$ cat src/rtl/upf_demo.sv
// Power-managed accumulator with two domains. The core accumulator loses its state while OFF.
// The always-on FSM saves it to a retention register before power-down and restores it on power-up.
module upf_demo #(
  parameter int unsigned PWRUP_CYCLES = 2
) (
  input  logic       clk,
  input  logic       reset_n,
  input  logic [7:0] in,
  input  logic       en,
  input  logic       mode,
  input  logic       mode_req,
  output logic       mode_ack,
  output logic [7:0] out
);

  typedef enum logic [2:0] {
    RUN,
    ISO,
    SAVE,
    OFF,
    PWRUP,
    RESTORE,
    DEISO
  } state_t;

  localparam logic [3:0] LAST_CNT = 4'(PWRUP_CYCLES - 1);

  state_t     r_state;
  state_t     w_next;
  logic [7:0] r_acc;
  logic [7:0] r_ret;
  logic [7:0] r_out;
  logic       r_ack;
  logic [3:0] r_cnt;
  logic       w_pwrupDone;
  logic       w_redundant;
  logic [7:0] w_sum;

  assign w_pwrupDone = (r_cnt == LAST_CNT);
  assign w_sum       = r_acc + in;
  assign w_redundant = mode_req && (((r_state == RUN) && mode) || ((r_state == OFF) && !mode));
  assign mode_ack    = r_ack;
  assign out         = r_out;

  always_ff @(posedge clk or negedge reset_n) begin
    if (!reset_n) r_state <= RUN;
    else          r_state <= w_next;
  end

  always_comb begin
    w_next = r_state;
    unique case (r_state)
      RUN:     if (mode_req && !mode) w_next = ISO;
      ISO:     w_next = SAVE;
      SAVE:    w_next = OFF;
      OFF:     if (mode_req && mode) w_next = PWRUP;
      PWRUP:   if (w_pwrupDone) w_next = RESTORE;
      RESTORE: w_next = DEISO;
      DEISO:   w_next = RUN;
      default: w_next = RUN;
    endcase
  end

  // The settle counter restarts from zero whenever PWRUP is not the current state.
  always_ff @(posedge clk or negedge reset_n) begin
    if (!reset_n)                             r_cnt <= '0;
    else if ((r_state == PWRUP) && !w_pwrupDone) r_cnt <= r_cnt + 4'd1;
    else                                      r_cnt <= '0;
  end

  always_ff @(posedge clk or negedge reset_n) begin
    if (!reset_n) begin
      r_acc <= '0;
      r_ret <= '0;
      r_out <= '0;
      r_ack <= 1'b0;
    end else begin
      r_ack <= w_redundant || (r_state == SAVE) || (r_state == DEISO);
      unique case (r_state)
        RUN: begin
          if (en) begin
            r_acc <= w_sum;
            r_out <= w_sum;
          end
        end
        // Leaving SAVE is the moment the core loses power, so its state is retained and cleared together.
        SAVE: begin
          r_ret <= r_acc;
          r_acc <= '0;
        end
        OFF:     if (en) r_out <= in;
        RESTORE: r_acc <= r_ret;
        DEISO:   r_out <= r_acc;
        default: ;
      endcase
    end
  end

endmodule

$ cat config.mk
export PLATFORM = sky130hd
export DESIGN_NAME = upf_demo
export DESIGN_NICKNAME = d
export VERILOG_FILES = /design/src/rtl/upf_demo.sv
export SDC_FILE = /design/constraint.sdc
export NUM_CORES = 1
export LEC_CHECK = 0
export ABC_AREA = 1
export BUFFER_PORTS_ARGS = -buffer_cell sky130_fd_sc_hd__buf_2
export CAP_MARGIN = 20
export CORE_MARGIN = 10
export CORE_UTILIZATION = 57
export CTS_BUF_LIST = sky130_fd_sc_hd__clkbuf_8 sky130_fd_sc_hd__clkbuf_16
export CTS_CLUSTER_DIAMETER = 60
export DETAILED_ROUTE_END_ITERATION = 8
export PLACE_DENSITY = 0.83
export SETUP_SLACK_MARGIN = 0.4
export SYNTH_ARGS = -nofsm -noshare
export SYNTH_HDL_FRONTEND = slang
export SYNTH_SLANG_ARGS = --single-unit
$ cat constraint.sdc
create_clock -name clk -period 2 [get_ports clk]
set_input_delay 0.1 -clock clk [delete_from_list [all_inputs] [get_ports clk]]
set_output_delay 0.1 -clock clk [all_outputs]
set_load 0.03 [all_outputs]
Word-level counts from Yosys, hierarchy flattened --
Index checks and enable logic that the tools add are counted.
Word-level totals: bits in read-only memories 0, latch bits 0, memories kept 0, register bits after elaboration 32, bits of input ports 13, bits in writable memories 0, word-level logic and storage cells 46, output and inout bits 9
Cells by class: reduce and logical (&&, ||, !) cells 17, muxes and demuxes 9, $mul 0, eq/ne operators 12, div/mod/pow operators 0, bitwise gates (word level) 0, $lt $le $gt $ge 0, add/sub/neg operators 2, shift-type cells 0
Operator list (count):
- $pmux 8 s3 | 2
- $pmux 3 s6 | 1
- $mux 8 | 2
- $eq 3x3->1 const B | 3
- $mux 3 | 3
- $add 8x8->8 | 1
- $eq 3x2->1 const B | 2
- $logic_and 1x1->1 | 6
- $ne 2x2->1 const B | 3
- $reduce_and 3->1 | 2
- $reduce_bool 3->1 | 2
- $add 4x1->4 const B | 1
- $eq 4x1->1 const B | 1
- $mux 4 | 1
- $ne 2x1->1 const B | 2
- $eq 3x1->1 const B | 1
- $logic_not 3->1 | 1
- $logic_or 1x1->1 | 3
- $logic_not 1->1 | 2
- $reduce_and 2->1 | 1

Logic depth before layout (Yosys ltp) --
Gate-level depths: netlist of the first run.
depth after elaboration 6, depth in mapped cells 11, mapped depth without buffers 11

Least setup slack after synthesis of the first run --
OpenSTA, ideal clock, no wires.
kind reg2reg, start point register r_acc[0], end point register r_out[4] (netlist: out[4]), slack 0.470 ns, required time 1.923 ns, setup time 0.077 ns, period minus slack after synthesis 1.530 ns, arrival 1.453 ns, path buffers 0, cell stages (with the launch flop) 11, cells stage by stage dfrtp_1 ha_1 inv_1 fa_1 inv_1 nand2_1 nand2_1 and2_1 or2_1 nand3_1 a21oi_1
On the way: word-level cells in the longest chain between the ends 3
Ends and longest elaborated chain:
- from (decl) | RTL line 30 | logic [7:0] r_acc;
- from (signal assigned) | RTL line 82 | r_acc <= w_sum;
- from (signal assigned) | RTL line 92 | RESTORE: r_acc <= r_ret;
- $add 8x8->8 | RTL line 40 | assign w_sum = r_acc + in;
- $mux 8 | RTL line 81 | if (en) begin
- $pmux 8 s3 | RTL line 79 | unique case (r_state)
- to (signal assigned) | RTL line 83 | r_out <= w_sum;
- to (signal assigned) | RTL line 91 | OFF: if (en) r_out <= in;
- to (signal assigned) | RTL line 93 | DEISO: r_out <= r_acc;
- to (decl) | RTL line 32 | logic [7:0] r_out;
Every way passes these cells. The select of a mux whose other input is x is not followed. A chain may end at the register's enable or synchronous reset.

Final worst setup path of the first run --
start point register r_acc[0], end point register r_out[6] (netlist: out[6])
The elaborated chain is that of the path after synthesis.

==> run metrics, run 1 <==
CP peak stage delay 0.40 ns; num rows 20; clock latency at the later pin of the worst-skew pair between 0.2 and 0.3 ns; clk root buf clkbuf_8; WL/cell between 10 and 15 um; initial DRC count between 150 and 200; CP endpoint kind flop; total power approximately 3.5 mW; syn_nets approximately 260; grt ovf 0; chip height ~77 um; antenna violations before repair 0; Setup Skew between 0.005 and 0.006 ns; Slew @ Worst Pin around 0.72 ns; Initial Utilization approximately 60%; antenna cell count 0; Ys Warns 0; sequential share of the synthesized area 43.8%; Final period util between 80% and 90%; critical path class reg -> reg; CP Launch Point r_acc[0]; Yosys top cell area share a little over two fifths; vias in the first global route 1629; Period minus WS final roughly 1.6 ns; clk sink count 32; Largest delay share family, worst path adder cells; Post-Synthesis Cells 234; R2R Path Start r_acc[0]; count leader, synth nand2_1; DRC violations left 0; Mean Syn Cell Area ~7.8 um^2; largest net degree at the start of global routing 33; status complete, no violations; worst relative slew slack between 50% and 60%; post-synthesis mux area share 0%; Buffers & Inverters on Critical Path 2; commonest cells in the netlist 54 x nand2_1, 32 x dfrtp_1, 28 x inv_1; Post-DP HPWL roughly 3000 um; synth-to-layout area growth 22.1%; CP endpoint out[6]; Synth cell types 31; WP depth 10; adder-cell share of the synthesized area 7.25%; CTS tree done; CP cell instances ha_4 -> inv_2 -> fa_2 -> inv_2 -> nand2_1 -> nand2_1 -> nand3b_1 -> nand3_2 -> nand3_1 -> a21oi_1; r2r worst-path depth 10; Pins Over Slew Limit 0; R2R Setup Slk about 0.37 ns; EDFF count, synth 0; f_max around 0.61 GHz; Crit path required time about 2.2 ns; max cap viols 0; router iterations before antenna repair 4; final-stage net count slightly below 300; Clock transition at path regs roughly 0.070 ns; via count about 1700; Multi-input gate area just over 1000 um^2; CTS buffer count 5; Die X about 77 um; Critical R2R Capture out[6]; Main synth FF type dfrtp_1; Power Density ~1600 nW/um^2; FF+latch area around 800 um^2; Hold Vio Cnt, Final 0; antenna-violating nets left 0; Arr. time, crit path approximately 1.8 ns; wirelength, routed between 4000 and 5000 um; Synth Area in Compound Gates between 10% and 20%; Lkg Pwr 1.07 nW; Placer Congestion 0.908; Hold Path Depth 3; Synth Register Bits 32; Setup crit start kind flop; final setup fails 0; unrepaired setup endpoints after global routing true; Crit Path Max Fanout 2; post-synthesis xor/xnor area fraction between 1 and 1.5%; synth top area cells dfrtp_1 44%, nand2_1 11%, nand3_1 6.8%, ha_1 6.2%, inv_1 5.7%; Peak VDD IR between 0.9 and 1 mV; post-synthesis simple-gate area fraction a little over a quarter; IO Count 22; htree depth 2; Die ar. ~6000 um^2; Critical-path top delay cell dfrtp_1; Port Buffers 21; area leader, netlist dfrtp_1; total core area 3050 um^2; share of layout cells above drive strength 1 ~23%; synthesized area 1830 um^2; Layout fillers ~230; largest family of logic cells by synthesized area simple AND/OR/NAND/NOR gates; first-pass GRT wire length 7210 um; clk buf depth 2; async set-reset flop share out of synthesis 100%; setup tns final 0 ns; worst min path class in -> reg; via density per instance 5.48; Tot GR Track Use 15.0%
-- layout make-up --
| cell class | instances | share of cell area [%] |
|---|---|---|
| multi-input combinational | 169 | 45.3 |
| sequential | 32 | 35.9 |
| timing repair buffer | 26 | 6.50 |
| inverter | 32 | 5.49 |
| clock buffer | 6 | 3.70 |
| tap | 44 | 2.46 |
| clock inverter | 2 | 0.672 |
-- registers in the layout (all words and copies together) (netlist names) --
| register | count |
|---|---|
| out | 8 |
| r_acc | 8 |
| r_ret | 8 |
| r_cnt | 4 |
| r_state | 3 |
| mode_ack | 1 |
-- cell usage in the layout (no fill, tap or decap), drive strengths merged --
master / count
dlygate4sd3: 1
nand3: 26
o211ai: 4
a21o: 1
nand2: 56
a31oi: 1
nand3b: 2
o221ai: 1
inv: 32
fa: 1
clkinvlp: 2
ha: 9
nand4: 1
buf: 25
o22ai: 1
xnor2: 3
or2: 3
o21bai: 1
nor2: 21
clkbuf: 6
and2: 1
o21ai: 25
nor3: 2
a21oi: 10
dfrtp: 32
-- worst min-delay path, stage by stage --
cell	delay, ns
buf_2	0.09
inv_1	0.06
o21ai_0	0.08
-- layer usage --
layer  track usage [%]  up-vias  share of wire (%)
met5                 0        -                  0
met4              7.25        0                2.3
met3              4.31       11                8.0
met2              26.4       64                 50
met1              16.3      795                 40
li1                  -      833                  -
-- cell families after synthesis --
family	after synthesis
adder cells (fa/ha/maj)	10
AND/OR/NAND/NOR	112
buffers and inverters	33
XOR/XNOR	3
flip-flops	32
AO/OA/AOI/OAI	44
-- timing repair --
| item | CTS | global route |
|---|---|---|
| pin swaps | 3 | 4 |
| gates resized for setup | 7 | 13 |
| setup endpoints to repair | 5 | 10 |
| endpoints found under the hold margin | 32 | 0 |
| buffers inserted | 2 | 2 |
| hold buffers | 1 | 0 |
-- how the worst min path moves through the flow --
stage               startpoint          to  slack, ns
floorplan              reset_n    mode_ack      -0.20
CTS                   mode_req    mode_ack       0.09
global route          mode_req    mode_ack       0.13
global placement       reset_n  r_state[2]       0.19
detailed placement     reset_n  r_state[2]       0.20
finish                mode_req    mode_ack       0.09
-- per-stage QoR --
| stage | hold WS [ns] | worst slack, ns | instances | util (%) | instance area (um^2) |
|---|---|---|---|---|---|
| 2_1_floorplan | -0.196 | 0.470 | 234 | - | 1830 |
| 3_3_place_gp | 0.190 | 0.416 | 298 | 65.0 | 1980 |
| 4_1_cts | 0.0890 | 0.384 | 309 | 70.0 | 2140 |
| 3_5_place_dp | 0.198 | 0.347 | 298 | 65.0 | 1980 |
| 5_1_grt | 0.129 | 0.262 | 311 | 73.2 | 2230 |
| 6_report | 0.0944 | 0.372 | 311 | 73.2 | 2230 |
-- where the power goes --
group | total (mW) | internal (mW) | switching (mW)
Clock | 0.529 | 0.278 | 0.251
Combinational | 1.85 | 0.675 | 1.17
Sequential | 1.09 | 0.894 | 0.193
No activity file was read; power rests on OpenSTA's default activity.
==> inputs of run 2 (changes only) <==
- CORE_UTILIZATION: 57 -> 52
- PLACE_DENSITY: 0.83 -> 0.8
- clock period: 2 -> 1.4 ns (I/O delays scaled with it)
==> run 2 against run 1 <==
  * The run now ends with setup timing left
  * Clock-buffer cell count down 1
  * Final cell count up 12%
  * Critical path type unchanged
  * Total power up 100%
==> run metrics, run 2 (synthesized netlist as in run 1, its figures left out) <==
status finished, violations left; failing checks setup timing; initial DRC count 288; Tot GR Track Use 20.0%; Peak VDD IR roughly 1.7 mV; Initial Utilization between 50% and 60%; Period minus WS final 1.78 ns; clk buf depth 2; htree depth 2; CP endpoint kind flop; total power slightly above 7 mW; Setup crit start kind flop; CP Launch Point r_acc[0]; worst min path class in -> reg; largest net degree at the start of global routing 20; antenna cell count 0; num rows 21; WL/cell 22.1 um; chip height 79.3 um; most common cell after layout, fill and taps aside nand2_1; antenna-violating nets left 0; clk root buf clkbuf_8; Post-DP HPWL 3670 um; Critical R2R Capture out[4]; Die ar. roughly 6300 um^2; dpl cell area between 2000 and 2500 um^2; Clock transition at path regs about 0.07 ns; Final period util 127%; Placer Congestion 0.896; critical path class reg -> reg; Hold Vio Cnt, Final 0; Crit Path Max Fanout 2; Crit path required time approximately 1.6 ns; R2R Setup Slk -0.38 ns; Setup Skew approximately 0.011 ns; Die X roughly 79 um; via count around 2200; most frequent cells in the layout 31 x nand2_1, 29 x dfrtp_1, 24 x inv_1, 24 x buf_4, 21 x buf_2; r2r worst-path depth 10; Layout fillers around 180; clk sink count 32; router iterations before antenna repair 6; max cap viols 0; Final Cell Area between 2000 and 3000 um^2; Power Density between 2000 and 2500 nW/um^2; final-stage net count approximately 330; Slew @ Worst Pin approximately 0.52 ns; vias in the first global route 2072; via density per instance about 6.5; unrepaired setup endpoints after global routing true; Pins Over Slew Limit 0; total core area ~3400 um^2; worst relative slew slack roughly 65%; share of layout cells above drive strength 1 between 50% and 60%; IO Count 22; first-pass GRT wire length between 9000 and 10000 um; Arr. time, crit path roughly 2.0 ns; clock latency at the later pin of the worst-skew pair about 0.30 ns; grt ovf 0; final setup fails 15; CP endpoint out[4]; CTS buffer count 5; CTS tree done; R2R Path Start r_acc[0]; Lkg Pwr around 1.3 nW; antenna violations before repair 0; Port Buffers 21; f_max approximately 0.56 GHz; final setup margin -0.377 ns; wirelength, routed between 7000 and 8000 um; synth-to-layout area growth 56.0%; DRC violations left 0
[run 2: worst min path at each step]
stage	startpoint	to	slack (ns)	depth (start not counted)
after global placement	reset_n	r_ret[2]	0.05	1
after detailed placement	reset_n	r_ret[2]	0.06	1
after CTS	mode_req	mode_ack	0.04	3
final	mode_req	mode_ack	0.07	3
after global routing	mode_req	mode_ack	0.08	3
after floorplan	reset_n	mode_ack	-0.23	0
[run 2: power by group]
group	switching (mW)	internal (mW)
Clock	0.347	0.324
Combinational	2.82	1.93
Sequential	0.384	1.29
[run 2: critical path, cell delays in order (launching register included)]
cell and delay, ns:
dfrtp_1 0.39, ha_2 0.21, inv_2 0.04, fa_2 0.33, inv_1 0.07, nand2_1 0.06
nand2_1 0.07, and2_1 0.15, or2_1 0.14, nand3_1 0.08, a21oi_1 0.14
[run 2: what timing repair did]
| item | in CTS | in global routing |
|---|---|---|
| resized for setup | 51 | 59 |
| endpoints found under the setup margin | 32 | 32 |
| hold endpoints to repair | 18 | 0 |
| hold buffers | 1 | 0 |
| buffers inserted | 15 | 6 |
| cloned | 2 | 0 |
| pin swaps | 17 | 25 |
[run 2: area by class of cell]
cell class	instances	area (um^2)	area share [%]
multi-input combinational	171	1320	46.2
inverter	32	135	4.74
clock inverter	1	3.75	0.132
sequential	32	805	28.2
clock buffer	5	68.8	2.41
tap	46	57.6	2.02
timing repair buffer	60	465	16.3
[run 2: metal layers]
layer	routed length [um]	global-route usage, %	share of wire, %
met5	0	0	0
met4	459	10.2	6.0
met3	820	6.42	11
met2	3690	34.0	48
met1	2700	21.9	35
[run 2: stage by stage]
stage / setup WS, ns / instances / TNS, ns / util (%) / hold WS (ns)
floorplan: -0.0867 / 234 / -0.266 / - / -0.226
global placement: -0.121 / 317 / -0.531 / 65.8 / 0.0523
detailed placement: -0.203 / 317 / -1.11 / 65.8 / 0.0576
CTS: -0.197 / 341 / -1.06 / 77.1 / 0.0431
global route: -0.441 / 347 / -3.55 / 84.8 / 0.0771
finish: -0.377 / 347 / -2.89 / 84.8 / 0.0668
